$ cat src/rtl/tbird_light_decoder.sv
// rtl/tbird_light_decoder.sv - passive decoder/checker for the T-bird tail-light vector
// Optional build macro: TBIRD_HOLD_TOLERANT_EN (a repeated non-zero pattern holds state)
module tbird_light_decoder #(
  parameter int CNT_W = 8
) (
  input  logic             clk,
  input  logic             reset,
  input  logic [5:0]       y,
  input  logic             sample_en,
  input  logic             err_clr,
  output logic [1:0]       mode,
  output logic [1:0]       phase,
  output logic             seq_done,
  output logic             err,
  output logic             err_sticky,
  output logic [CNT_W-1:0] left_cnt,
  output logic [CNT_W-1:0] right_cnt,
  output logic [CNT_W-1:0] haz_cnt
);

  typedef enum logic [3:0] {
    S_IDLE, S_L1, S_L2, S_L3, S_R1, S_R2, S_R3, S_HAZ, S_ERR
  } state_t;

  state_t     state, state_next, pat;
  logic       legal, done_next, err_next;
  logic [1:0] mode_next, phase_next;

  // Illegal patterns map to S_ERR, which doubles as the resync target.
  function automatic state_t match(input logic [5:0] v);
    case (v)
      6'b000000: match = S_IDLE;
      6'b001000: match = S_L1;
      6'b011000: match = S_L2;
      6'b111000: match = S_L3;
      6'b000100: match = S_R1;
      6'b000110: match = S_R2;
      6'b000111: match = S_R3;
      6'b111111: match = S_HAZ;
      default:   match = S_ERR;
    endcase
  endfunction

  always_comb begin
    state_next = state;
    done_next  = 1'b0;
    err_next   = 1'b0;
    legal      = 1'b0;
    pat        = match(y);
    if (sample_en) begin
      case (state)
        S_IDLE:  legal = (pat == S_IDLE) || (pat == S_L1) || (pat == S_R1) || (pat == S_HAZ);
        S_L1:    legal = (pat == S_L2) || (pat == S_IDLE);
        S_L2:    legal = (pat == S_L3) || (pat == S_IDLE);
        S_R1:    legal = (pat == S_R2) || (pat == S_IDLE);
        S_R2:    legal = (pat == S_R3) || (pat == S_IDLE);
        default: legal = (pat == S_IDLE);
      endcase
`ifdef TBIRD_HOLD_TOLERANT_EN
      if ((state != S_IDLE) && (state != S_ERR) && (pat == state))
        legal = 1'b1;
`endif
      if (state == S_ERR) begin
        // Stay silent while the bus remains bad; only Z recovers.
        state_next = (pat == S_IDLE) ? S_IDLE : S_ERR;
      end else begin
        state_next = pat;
        err_next   = !legal;
        done_next  = legal && (pat == S_IDLE) &&
                     ((state == S_L3) || (state == S_R3) || (state == S_HAZ));
      end
    end
  end

  always_comb begin
    mode_next  = 2'd0;
    phase_next = 2'd0;
    case (state_next)
      S_L1:    begin mode_next = 2'd1; phase_next = 2'd1; end
      S_L2:    begin mode_next = 2'd1; phase_next = 2'd2; end
      S_L3:    begin mode_next = 2'd1; phase_next = 2'd3; end
      S_R1:    begin mode_next = 2'd2; phase_next = 2'd1; end
      S_R2:    begin mode_next = 2'd2; phase_next = 2'd2; end
      S_R3:    begin mode_next = 2'd2; phase_next = 2'd3; end
      S_HAZ:   begin mode_next = 2'd3; phase_next = 2'd3; end
      default: begin mode_next = 2'd0; phase_next = 2'd0; end
    endcase
  end

  always_ff @(posedge clk or posedge reset) begin
    if (reset) begin
      state      <= S_IDLE;
      mode       <= 2'd0;
      phase      <= 2'd0;
      seq_done   <= 1'b0;
      err        <= 1'b0;
      err_sticky <= 1'b0;
      left_cnt   <= '0;
      right_cnt  <= '0;
      haz_cnt    <= '0;
    end else begin
      state    <= state_next;
      mode     <= mode_next;
      phase    <= phase_next;
      seq_done <= done_next;
      err      <= err_next;
      // A fresh error outranks a simultaneous clear.
      if (err_next)
        err_sticky <= 1'b1;
      else if (err_clr)
        err_sticky <= 1'b0;
      if (done_next && (state == S_L3) && (left_cnt != '1))
        left_cnt <= left_cnt + 1'b1;
      if (done_next && (state == S_R3) && (right_cnt != '1))
        right_cnt <= right_cnt + 1'b1;
      if (done_next && (state == S_HAZ) && (haz_cnt != '1))
        haz_cnt <= haz_cnt + 1'b1;
    end
  end

endmodule

$ cat config.mk
export PLATFORM = sky130hd
export DESIGN_NAME = tbird_light_decoder
export DESIGN_NICKNAME = d
export VERILOG_FILES = /design/src/rtl/tbird_light_decoder.sv
export SDC_FILE = /design/constraint.sdc
export NUM_CORES = 1
export LEC_CHECK = 0
export BUFFER_PORTS_ARGS = -buffer_cell sky130_fd_sc_hd__buf_2
export CAP_MARGIN = 25
export CORE_AREA = 3 3 86 88
export CTS_CLUSTER_SIZE = 24
export DETAILED_ROUTE_END_ITERATION = 12
export DIE_AREA = 0 0 89 91
export HOLD_SLACK_MARGIN = 0.05
export MAX_ROUTING_LAYER = met4
export PLACE_DENSITY = 0.48
export SKIP_LAST_GASP = 1
export SLEW_MARGIN = 20
export SYNTH_ARGS = -nofsm -noshare
export SYNTH_HDL_FRONTEND = slang
export SYNTH_SLANG_ARGS = --single-unit
export TNS_END_PERCENT = 5
$ cat constraint.sdc
create_clock -name clk -period 2.3 [get_ports clk]
set_input_delay 0.115 -clock clk [delete_from_list [all_inputs] [get_ports clk]]
set_output_delay 0.115 -clock clk [all_outputs]
set_load 0.05 [all_outputs]
==> results.toml <==
[outcome]
status = "finished, final reports clean"

[pwr]
p_per_area_mw_per_mm2 = 570.6
p_int_uw = 907.1
clockPowerShare_pct = 33.1
p_total_uw = 1278
p_sw_uw = 370.9
ir_drop_uv = 247.2
leakage_uw = 0.001111
comb_power_share_pct = 15.1
switching_share_pct = 29.02
seqPwrFrac_pct = 51.8

[yosys]
synth_top_area_share_pct = 47.27
postSynthAreaPerCell_um2 = 10.29
ys_warn_count = 0
synth.most_common_cell = "dfrtp_1"
synth_seq_cells = 35
synth_area_leaders = "dfrtp_1 (47%), xnor2_1 (7.1%), nand4_1 (4.1%)"
synth_area_mm2 = 0.001853
ys_top_cells_by_count = "dfrtp_1 (35), xnor2_1 (15), nand2_1 (14)"
synth-edff-count = 0
ys_seq_area_share_pct = 47.27
synth.distinct_cells = 49
synthCells = 180
synth_flop_cell = "dfrtp_1"
yosysTopAreaCell = "dfrtp_1"
synthArstFlopShare_pct = 100.0
syn-num-nets = 193

[timing]
layout_setup_ws_ns = 0.4101
drv_slew = 0
slew_headroom_pct = 69.59
setup_tns_ns = 0
fmax_mhz = 529.1
tightest_slew_ns = 0.4526
fin_crit_sh_pct = 82.17
period_needed_ns = 1.890
hold_violations = 0
setup_viol = 0
fin_worst_skew_ns = 0.004166
rsz0062_at_grt = "false"

[setup_path]
path_max_fanout = 8
required_ns = 2.47
cp-end-kind = "register"
critical_path_class = "register to register"
cp.arrival_ns = 2.06
startpoint_type = "register"
r2r_cells = 4

[final_layout]
layout.nets = 239
drive_gt1_share_pct = 25.11
diodes = 0
fin_area_mm2 = 0.002240
layout-area-overhead-vs-synth_pct = 20.86

[clock_tree]
clkSinkCount = 35
clockBufferDepth = 2
post_cts_buffers = 0
numCtsBuffers = 5
cts.htree.levels = 2
cts-root-buf = "clkbuf_8"
clock_latency_ns = 0.28
clk_pin_slew_ns = 0.07
cts_tree = "yes"

[global_routing]
overflow = 0
track_usage_pct = 10.88
grt_pass1_wl_um = 6713
grt_pass1_vias = 1439
grt_start_max_net_pins = 36
antenna_found_initial = 0

[route]
viasPerCell = 4.964
drt-pass1-iter-count = 4
vias = 1524
wirelength_um = 3971
avgRoutedWirePerCell_um = 12.93
postRouteAntennaNets = 0
first_iter_violations = 50
drc_errors = 0

[placement]
io_buffer_count = 40
dpl.hpwl_um = 2879
place_area_mm2 = 0.002148
gp_congestion = 0.7781
post-place-ws_ns = 0.2059

[hold_path]
holdPathStages = 4
holdCritPathClass = "primary input to register"

[die]
dieWidth_um = 89
rows = 30
dieArea_mm2 = 0.008099
start_util_pct = 27.58
die_h_um = 91
coreArea_mm2 = 0.006719
boundaryPins = 41

[run]
cap_violations = 0
-- flip-flops by register name, summed over array words and instances (netlist names), 2 cells and up --
register	cells
mode	2
left_cnt	8
state	4
phase	2
haz_cnt	8
right_cnt	8
-- cell families after synthesis --
kind of cell,count (synthesis),synth area share (%)
AOI/OAI and AO/OA,33,13.44
muxes,4,2.363
buffers and inverters,12,2.701
adders and majority gates,4,2.566
and+or+nand+nor,74,23.16
DFF,35,47.27
xor gates and xnor gates,18,8.508
-- cell type report --
cell class / instances / area, µm²
Fill cell: 708 / 4479
Multi-Input combinational cell: 133 / 927.1
Sequential cell: 35 / 875.8
Timing Repair Buffer: 43 / 225.2
Tap cell: 80 / 100.1
Clock buffer: 7 / 76.32
Inverter: 8 / 30.03
Clock inverter: 1 / 5.005
-- power by group through the flow --
stage	logic, µW	clock network, µW	registers [µW]
floorplan	98.0	0	713
global placement	193	0	674
detailed placement	195	0	673
CTS	196	448	661
global route	219	476	665
finish	194	423	662
-- worst max-delay path, cell delays in order (launching register included) --
cell	delay, ns
dfrtp_1	0.47
nor4_4	0.50
nand2_2	0.16
nor3_4	0.30
mux2_1	0.35
-- per-stage QoR --
| step | instances | util, % | hold WS (ns) |
|---|---|---|---|
| after detailed placement | 298 | 31.97 | 0.2542 |
| final | 307 | 33.33 | 0.1239 |
| after CTS | 307 | 33.33 | 0.1241 |
| after global routing | 307 | 33.33 | 0.1595 |
| after global placement | 298 | 31.97 | 0.2511 |
| after floorplan | 180 | - | 0.2693 |
-- final timing paths --
kind | start | end | slack [ns]
max | state[3] | right_cnt[1] | 0.41
min | err_clr | err_sticky | 0.12
max reg2reg | state[3] | right_cnt[1] | 0.41
min reg2reg | right_cnt[4] | right_cnt[4] | 0.49
max in group asynchronous | reset | left_cnt[4] | 1.52
min in group asynchronous | reset | haz_cnt[4] | 0.47
-- timing repair --
item,in CTS,in global routing
hold buffers,1,0
hold endpoints to repair,35,0
resized for setup,0,0
-- per-layer routing --
layer | vias to the layer above | track usage, % | share of wire, %
met1 | 736 | 14.07 | 47
met2 | 28 | 15.84 | 47
met4 | 0 | 4.342 | 1.7
li1 | 752 | - | -
met3 | 8 | 3.267 | 5.1
met5 | - | - | 0
-- placed cells by master, fill, tap and decap left out, types with 2 or more instances in the layout --
master	instances
ha_1	3
buf_4	2
a21oi_1	3
nor4_1	2
clkbuf_8	5
nor2_1	13
o31ai_1	2
or3_1	2
xor2_1	3
and3_1	5
o21a_1	5
a2111oi_0	2
nand3_1	8
dfrtp_1	35
clkbuf_1	2
nand4_1	12
a31oi_1	4
nor2b_1	4
xnor2_1	15
o21ai_0	4
nand2_1	14
nor3_1	4
mux2_1	2
or3_4	2
buf_2	40
inv_1	8
(Power assumes the default switching activity.)
